$ cat src/rtl/io_mailbox_responder.sv
// -----------------------------------------------------------------------------
// io_mailbox_responder
//
// Memory-mapped mailbox on the core's read/write req/ack I/O bus.
//  - Core DATA reads pop an RX FIFO that an external stream fills.
//  - Core DATA writes push a TX FIFO that an external sink drains.
//
// Register map (PA_WIDTH-bit address):
//   0 DATA    rd: pop RX (blocks while RX empty)
//             wr: push TX (blocks while TX full)
//   1 STATUS  rd only; zero-extended
//             {tx_count, rx_count, tx_full, tx_empty, rx_full, rx_empty}
//   2 CONTROL wr: bit0 flush RX, bit1 flush TX (self-clearing)
//             rd: returns current control bits
//   others    rd returns 0, wr ignored; both still acked
//
// Ports:
//   clk, reset_i (asynchronous, active-low)
//   read_req_i / read_addr_i / dout_o / read_ack_o        core read port
//   write_req_i / write_addr_i / din_i / write_ack_o      core write port
//   rx_valid_i / rx_data_i / rx_ready_o                   RX stream in
//   tx_valid_o / tx_data_o / tx_ready_i                   TX stream out
//   read_state / write_state                              debug: FSM state
//
// Handshakes:
//   - Streams: a word moves on a rising edge where valid and ready are both
//     high. Valid never depends on ready.
//   - Core bus: a request is held until its one-cycle ack pulse. The FSM then
//     waits for the request to drop, so one held request is served once.
//
// Optional build macro IO_MBOX_LOOPBACK_EN:
//   - CONTROL bit2 enables loopback. The TX head then moves into RX at one
//     word per cycle.
//   - While loopback is enabled, tx_valid_o and rx_ready_o are held low.
//   - When the macro is undefined, bit2 reads 0 and no loopback logic exists.
// -----------------------------------------------------------------------------
module io_mailbox_responder #(
  parameter int D_WIDTH  = 34,
  parameter int PA_WIDTH = 4,
  parameter int DEPTH    = 8
) (
  input  logic                clk,
  input  logic                reset_i,
  input  logic                read_req_i,
  input  logic [PA_WIDTH-1:0] read_addr_i,
  output logic [D_WIDTH-1:0]  dout_o,
  output logic                read_ack_o,
  input  logic                write_req_i,
  input  logic [PA_WIDTH-1:0] write_addr_i,
  input  logic [D_WIDTH-1:0]  din_i,
  output logic                write_ack_o,
  input  logic                rx_valid_i,
  input  logic [D_WIDTH-1:0]  rx_data_i,
  output logic                rx_ready_o,
  output logic                tx_valid_o,
  output logic [D_WIDTH-1:0]  tx_data_o,
  input  logic                tx_ready_i,
  output logic [1:0]          read_state,
  output logic [1:0]          write_state
);

  localparam int AW = $clog2(DEPTH);
  localparam int CW = AW + 1;

  typedef enum logic [1:0] {R_IDLE = 2'd0, R_ACK = 2'd1, R_WAIT = 2'd2} rd_state_t;
  typedef enum logic [1:0] {W_IDLE = 2'd0, W_ACK = 2'd1, W_WAIT = 2'd2} wr_state_t;

  rd_state_t rd_state;
  wr_state_t wr_state;

  logic [D_WIDTH-1:0] rx_mem [DEPTH];
  logic [D_WIDTH-1:0] tx_mem [DEPTH];
  logic [AW-1:0]      rx_wptr, rx_rptr, tx_wptr, tx_rptr;
  logic [CW-1:0]      rx_count, tx_count;

  logic               rx_empty, rx_full, tx_empty, tx_full;
  logic               flush_rx, flush_tx, lb_on, lb_move;
  logic               rd_accept, wr_accept, rx_pop, rx_push, tx_pop, tx_push;
  logic [D_WIDTH-1:0] rx_push_data, rd_data;

  assign rx_empty = (rx_count == '0);
  assign rx_full  = (rx_count == CW'(DEPTH));
  assign tx_empty = (tx_count == '0);
  assign tx_full  = (tx_count == CW'(DEPTH));

`ifdef IO_MBOX_LOOPBACK_EN
  logic lb_q;
  assign lb_on   = lb_q;
  // Suppressed during a flush cycle so a flushed word cannot escape.
  assign lb_move = lb_on && !tx_empty && !rx_full && !flush_rx && !flush_tx;
`else
  assign lb_on   = 1'b0;
  assign lb_move = 1'b0;
`endif

  assign rx_ready_o = !rx_full && !lb_on;
  assign tx_valid_o = !tx_empty && !lb_on;
  // Gated so the output is 0 whenever no word is held, not a stale entry.
  assign tx_data_o  = tx_empty ? '0 : tx_mem[tx_rptr];

  // A DATA access is accepted only when the FIFO can serve it.
  // Any other address is served immediately.
  assign rd_accept = (rd_state == R_IDLE) && read_req_i &&
                     ((read_addr_i != '0) || !rx_empty);
  assign wr_accept = (wr_state == W_IDLE) && write_req_i &&
                     ((write_addr_i != '0) || !tx_full);

  assign rx_pop       = rd_accept && (read_addr_i == '0);
  assign tx_push      = wr_accept && (write_addr_i == '0);
  assign rx_push      = (rx_valid_i && rx_ready_o) || lb_move;
  assign rx_push_data = lb_move ? tx_mem[tx_rptr] : rx_data_i;
  assign tx_pop       = (tx_valid_o && tx_ready_i) || lb_move;

  always_comb begin
    rd_data = '0;
    case (read_addr_i)
      PA_WIDTH'(0): rd_data = rx_mem[rx_rptr];
      PA_WIDTH'(1): rd_data = D_WIDTH'({tx_count, rx_count, tx_full, tx_empty,
                                        rx_full, rx_empty});
      PA_WIDTH'(2): rd_data = D_WIDTH'({lb_on, flush_tx, flush_rx});
      default:      rd_data = '0;
    endcase
  end

  // Read FSM. The ack is registered, so it is high in the cycle after the
  // accepting edge.
  always_ff @(posedge clk or negedge reset_i) begin
    if (!reset_i) begin
      rd_state   <= R_IDLE;
      read_ack_o <= 1'b0;
      dout_o     <= '0;
    end else begin
      read_ack_o <= 1'b0;
      case (rd_state)
        R_IDLE: if (rd_accept) begin
          dout_o     <= rd_data;
          read_ack_o <= 1'b1;
          rd_state   <= R_ACK;
        end
        R_ACK:  rd_state <= R_WAIT;
        R_WAIT: if (!read_req_i) rd_state <= R_IDLE;
        default: rd_state <= R_IDLE;
      endcase
    end
  end

  // Write FSM. The flush bits are captured at the accepting edge, so they
  // are high only during the W_ACK cycle.
  always_ff @(posedge clk or negedge reset_i) begin
    if (!reset_i) begin
      wr_state    <= W_IDLE;
      write_ack_o <= 1'b0;
      flush_rx    <= 1'b0;
      flush_tx    <= 1'b0;
`ifdef IO_MBOX_LOOPBACK_EN
      lb_q        <= 1'b0;
`endif
    end else begin
      write_ack_o <= 1'b0;
      flush_rx    <= 1'b0;
      flush_tx    <= 1'b0;
      case (wr_state)
        W_IDLE: if (wr_accept) begin
          write_ack_o <= 1'b1;
          wr_state    <= W_ACK;
          if (write_addr_i == PA_WIDTH'(2)) begin
            flush_rx <= din_i[0];
            flush_tx <= din_i[1];
`ifdef IO_MBOX_LOOPBACK_EN
            lb_q     <= din_i[2];
`endif
          end
        end
        W_ACK:  wr_state <= W_WAIT;
        W_WAIT: if (!write_req_i) wr_state <= W_IDLE;
        default: wr_state <= W_IDLE;
      endcase
    end
  end

  // RX FIFO pointers and count. A flush beats any same-cycle push or pop.
  always_ff @(posedge clk or negedge reset_i) begin
    if (!reset_i) begin
      rx_wptr  <= '0;
      rx_rptr  <= '0;
      rx_count <= '0;
    end else if (flush_rx) begin
      rx_wptr  <= '0;
      rx_rptr  <= '0;
      rx_count <= '0;
    end else begin
      if (rx_push) rx_wptr <= rx_wptr + AW'(1);
      if (rx_pop)  rx_rptr <= rx_rptr + AW'(1);
      if (rx_push && !rx_pop)      rx_count <= rx_count + CW'(1);
      else if (!rx_push && rx_pop) rx_count <= rx_count - CW'(1);
    end
  end

  // TX FIFO pointers and count. A flush beats any same-cycle push or pop.
  always_ff @(posedge clk or negedge reset_i) begin
    if (!reset_i) begin
      tx_wptr  <= '0;
      tx_rptr  <= '0;
      tx_count <= '0;
    end else if (flush_tx) begin
      tx_wptr  <= '0;
      tx_rptr  <= '0;
      tx_count <= '0;
    end else begin
      if (tx_push) tx_wptr <= tx_wptr + AW'(1);
      if (tx_pop)  tx_rptr <= tx_rptr + AW'(1);
      if (tx_push && !tx_pop)      tx_count <= tx_count + CW'(1);
      else if (!tx_push && tx_pop) tx_count <= tx_count - CW'(1);
    end
  end

  // Storage arrays carry no reset; the pointers and counts define validity.
  always_ff @(posedge clk) begin
    if (rx_push && !flush_rx) rx_mem[rx_wptr] <= rx_push_data;
    if (tx_push && !flush_tx) tx_mem[tx_wptr] <= din_i;
  end

  assign read_state  = rd_state;
  assign write_state = wr_state;

endmodule

$ cat config.mk
export PLATFORM = sky130hd
export DESIGN_NAME = io_mailbox_responder
export DESIGN_NICKNAME = d
export VERILOG_FILES = /design/src/rtl/io_mailbox_responder.sv
export SDC_FILE = /design/constraint.sdc
export NUM_CORES = 1
export LEC_CHECK = 0
export ABC_CLOCK_PERIOD_IN_PS = 5100
export CAP_MARGIN = 5
export CORE_ASPECT_RATIO = 1.4
export CORE_UTILIZATION = 45
export CTS_CLUSTER_SIZE = 12
export DETAILED_ROUTE_END_ITERATION = 10
export SYNTH_ARGS = -nofsm -noshare
export SYNTH_HDL_FRONTEND = slang
export SYNTH_SLANG_ARGS = --single-unit
$ cat constraint.sdc
create_clock -name clk -period 5.1 [get_ports clk]
set_input_delay 1.275 -clock clk [delete_from_list [all_inputs] [get_ports clk]]
set_output_delay 1.275 -clock clk [all_outputs]
set_load 0.05 [all_outputs]
==> impl_metrics.env <==
export IMPL_yosys_cell_types_count=59
export IMPL_portBuffers=157
export IMPL_synth_area_leader_cell="edfxtp_1"
export IMPL_drv_slew=0
export IMPL_clkTransAtPathRegs_ns=0.06
export IMPL_coreArea_sq_um=51380
export IMPL_ys_flop_type="edfxtp_1"
export IMPL_fillerInstances=3975
export IMPL_syn_nets=1224
export IMPL_finClkSkew_ns=0.02595
export IMPL_fmax_mhz=219.3
export IMPL_tns_ns=0
export IMPL_max_vdd_ir_drop_uv=329.4
export IMPL_grt_overflow_total=0
export IMPL_grt_max_degree=63
export IMPL_syn_to_final_growth_pct=18.20
export IMPL_cts_max_path_buffers=3
export IMPL_critPathCaptureType="output port"
export IMPL_maxCapViolCount=0
export IMPL_dpl_hpwl_mm=28.09
export IMPL_cts_buffers_inserted=58
export IMPL_cp_slowest_cell="dfrtp_4"
export IMPL_p_clk_share_pct=27.0
export IMPL_detail_route_wl_per_cell_microns=24.21
export IMPL_finalCritPeriodShare_pct=89.39
export IMPL_num_io_pins=158
export IMPL_reg2reg_from="write_state[0]"
export IMPL_vias_per_cell=5.495
export IMPL_grt_use_total_pct=18.89
export IMPL_min_to="dout_o[21]"
export IMPL_final_net_count=1421
export IMPL_switchingPower_w=0.004692
export IMPL_worstPathCellList="buf_12 > mux4_2 > mux2i_1 > nor2_1 > clkdlybuf4s50_1"
export IMPL_post_place_ws_ns=1.003
export IMPL_die_area_sq_um=53190
export IMPL_htree_levels=2
export IMPL_setup_viol=0
export IMPL_cts_tree="built"
export IMPL_combPwrFrac_pct=29.7
export IMPL_min_period_ns=4.559
export IMPL_initialDrtViolationCount=554
export IMPL_arrival_ns=3.28
export IMPL_cts_resized=0
export IMPL_grt_first_pass_wirelength_mm=74.11
export IMPL_power_share_sequential_pct=43.3
export IMPL_outcome="complete, no violations"
export IMPL_drtPass1Iterations=4
export IMPL_syn_area_sq_um=23520
export IMPL_relSlewSlack_pct=32.69
export IMPL_root_buffer="clkbuf_16"
export IMPL_drc=0
export IMPL_r2r_end="tx_count[3]"
export IMPL_row_count=98
export IMPL_avgSynthCellArea_sq_um=20.78
export IMPL_synth_seq_area_share_pct=76.06
export IMPL_drt_total_wl_mm=49.07
export IMPL_cts_setup_buffers=0
export IMPL_cpPeakStageDelay_ns=0.82
export IMPL_cp_data_required_time_ns=3.83
export IMPL_yosys_top_cells_area="edfxtp_1 (69%), mux4_2 (13%), dfrtp_1 (6.6%)"
export IMPL_ctsHoldBuffers=0
export IMPL_r2r_setup_slack_ns=2.42
export IMPL_internal_power_w=0.01004
export IMPL_synthCells=1132
export IMPL_setup_ws_ns=0.5411
export IMPL_min_from="dout_o[21]"
export IMPL_synth_edf_count=544
export IMPL_p_leak_nw=9.064
export IMPL_cp_max_fo=29
export IMPL_ant_nets=0
export IMPL_die_y_microns=272.5
export IMPL_finalHoldViolations=0
export IMPL_die_w_microns=195.2
export IMPL_grt_pass1_vias=11970
export IMPL_clk_latency_ns=0.61
export IMPL_critPathLaunchType="flop"
export IMPL_place_congestion=0.7278
export IMPL_synth_warnings=0
export IMPL_rsz0062_at_grt="no"
export IMPL_vias=11140
export IMPL_switching_share_pct=31.84
export IMPL_hold_depth=2
export IMPL_drive_gt1_share_pct=20.44
export IMPL_r2r_cells=7
export IMPL_yosysTopAreaCellShare_pct=69.46
export IMPL_hold_path_class="reg -> reg"
export IMPL_antenna_found_initial=4
export IMPL_clock_sinks=606
export IMPL_critical_path_class="reg -> out"
export IMPL_synthArstFlopShare_pct=10.23
export IMPL_ys_ff_latch=606
export IMPL_tightest_slew_ns=1.010
export IMPL_p_per_area_nw_per_um2=530.1
export IMPL_start_util_pct=45.77
per-layer routing:
metal / up-vias / GRT usage, % / wire length (microns)
met5: - / 0 / 37
met4: 6 / 4.496 / 820
met3: 62 / 4.480 / 2520
met2: 218 / 34.41 / 26330
met1: 5851 / 22.53 / 19370
li1: 5001 / - / -
cell usage after synthesis (3+ instances only):
| cell type | instances |
|---|---|
| nand2b_1 | 4 |
| nor3b_1 | 3 |
| nand3_1 | 12 |
| mux2i_1 | 75 |
| inv_1 | 10 |
| nand4_1 | 4 |
| a21oi_1 | 4 |
| xor2_1 | 9 |
| clkbuf_1 | 24 |
| o21ai_0 | 25 |
| mux4_2 | 135 |
| dfrtp_1 | 62 |
| edfxtp_1 | 544 |
| ha_1 | 8 |
| buf_6 | 5 |
| nor2_1 | 64 |
| nor2b_1 | 3 |
| o211ai_1 | 6 |
| mux2_4 | 3 |
| buf_1 | 4 |
| o221ai_1 | 4 |
| buf_2 | 22 |
| nor3_1 | 11 |
| nand2_1 | 48 |
power groups by stage:
| stage | sequential [W] | combinational [W] | clock, W |
|---|---|---|---|
| after floorplan | 0.00632 | 0.00320 | 0 |
| after global placement | 0.00648 | 0.00443 | 0 |
| after detailed placement | 0.00650 | 0.00446 | 0 |
| after CTS | 0.00640 | 0.00447 | 0.00409 |
| after global routing | 0.00645 | 0.00468 | 0.00426 |
| final | 0.00637 | 0.00438 | 0.00398 |
per-stage QoR:
step | hold WS [ns] | area (sq um) | std cells | util [%] | total power, W
final | 0.4814 | 27800 | 2027 | 54.11 | 0.01474
after global routing | 0.5150 | 27790 | 2025 | 54.10 | 0.01538
after CTS | 0.4891 | 27790 | 2025 | 54.10 | 0.01496
after global placement | 0.4676 | 26060 | 1919 | 50.71 | 0.01091
after floorplan | 0.5436 | 23520 | 1132 | - | 0.009515
after detailed placement | 0.4757 | 26060 | 1919 | 50.71 | 0.01096
flip-flops by register name, indices dropped and copies added, names as in the netlist:
name	count
write_state	2
rx_wptr	3
tx_rptr	3
dout_o	34
rx_rptr	3
tx_wptr	3
rx_mem	272
tx_mem	272
read_ack_o	1
flush_rx	1
tx_count	4
write_ack_o	1
rx_count	4
read_state	2
flush_tx	1
how the worst max path moves through the flow:
stage	start	end	slack, ns	cells after the start
after floorplan	write_addr_i[1]	tx_mem[2][0]	0.23	3
after global placement	write_addr_i[1]	tx_count[3]	1.02	8
after detailed placement	write_addr_i[1]	tx_count[3]	1.00	8
after CTS	tx_rptr[0]	tx_data_o[28]	0.41	5
after global routing	tx_rptr[0]	tx_data_o[28]	0.33	5
final	tx_rptr[0]	tx_data_o[28]	0.54	5
cell type report:
| type | count | area [sq um] | area share, % |
|---|---|---|---|
| timing repair buffer | 193 | 1864 | 6.707 |
| multi-input combinational | 458 | 5433 | 19.54 |
| tap | 650 | 813.3 | 2.926 |
| antenna | 2 | 5.005 | 0.01800 |
| inverter | 12 | 45.04 | 0.1620 |
| clock buffer | 98 | 1653 | 5.946 |
| sequential | 606 | 17900 | 64.39 |
| clock inverter | 8 | 85.08 | 0.3061 |
layout by cell type, fill, tap and decap left out, drive strengths merged, types with 7 or more instances in the layout:
master / synthesis / routed
edfxtp: 544 / 544
clkdlybuf4s50: 0 / 156
mux4: 135 / 135
clkbuf: 24 / 98
mux2i: 75 / 75
nor2: 64 / 64
dfrtp: 62 / 62
nand2: 49 / 49
buf: 32 / 37
o21ai: 26 / 26
nand3: 12 / 12
inv: 12 / 12
nor3: 11 / 11
xor2: 9 / 9
ha: 8 / 8
clkinv: 0 / 7
worst max-delay path: cells and delay by family (launching register included):
family	cells	cell delay [ns]
mux	2	0.75
buf+inv	2	1.04
flops	1	0.82
simple gates	1	0.06
cell families after synthesis:
kind of cell    after synthesis  share of synthesized area (%)
simple gates                167                          3.410
fa+ha+maj                    10                         0.5959
flops                       606                          76.06
buf+inv                      68                          1.378
mux                         215                          16.41
compound gates               55                          1.660
xor+xnor                     11                         0.4895
No activity file was read; power rests on OpenSTA's default activity.
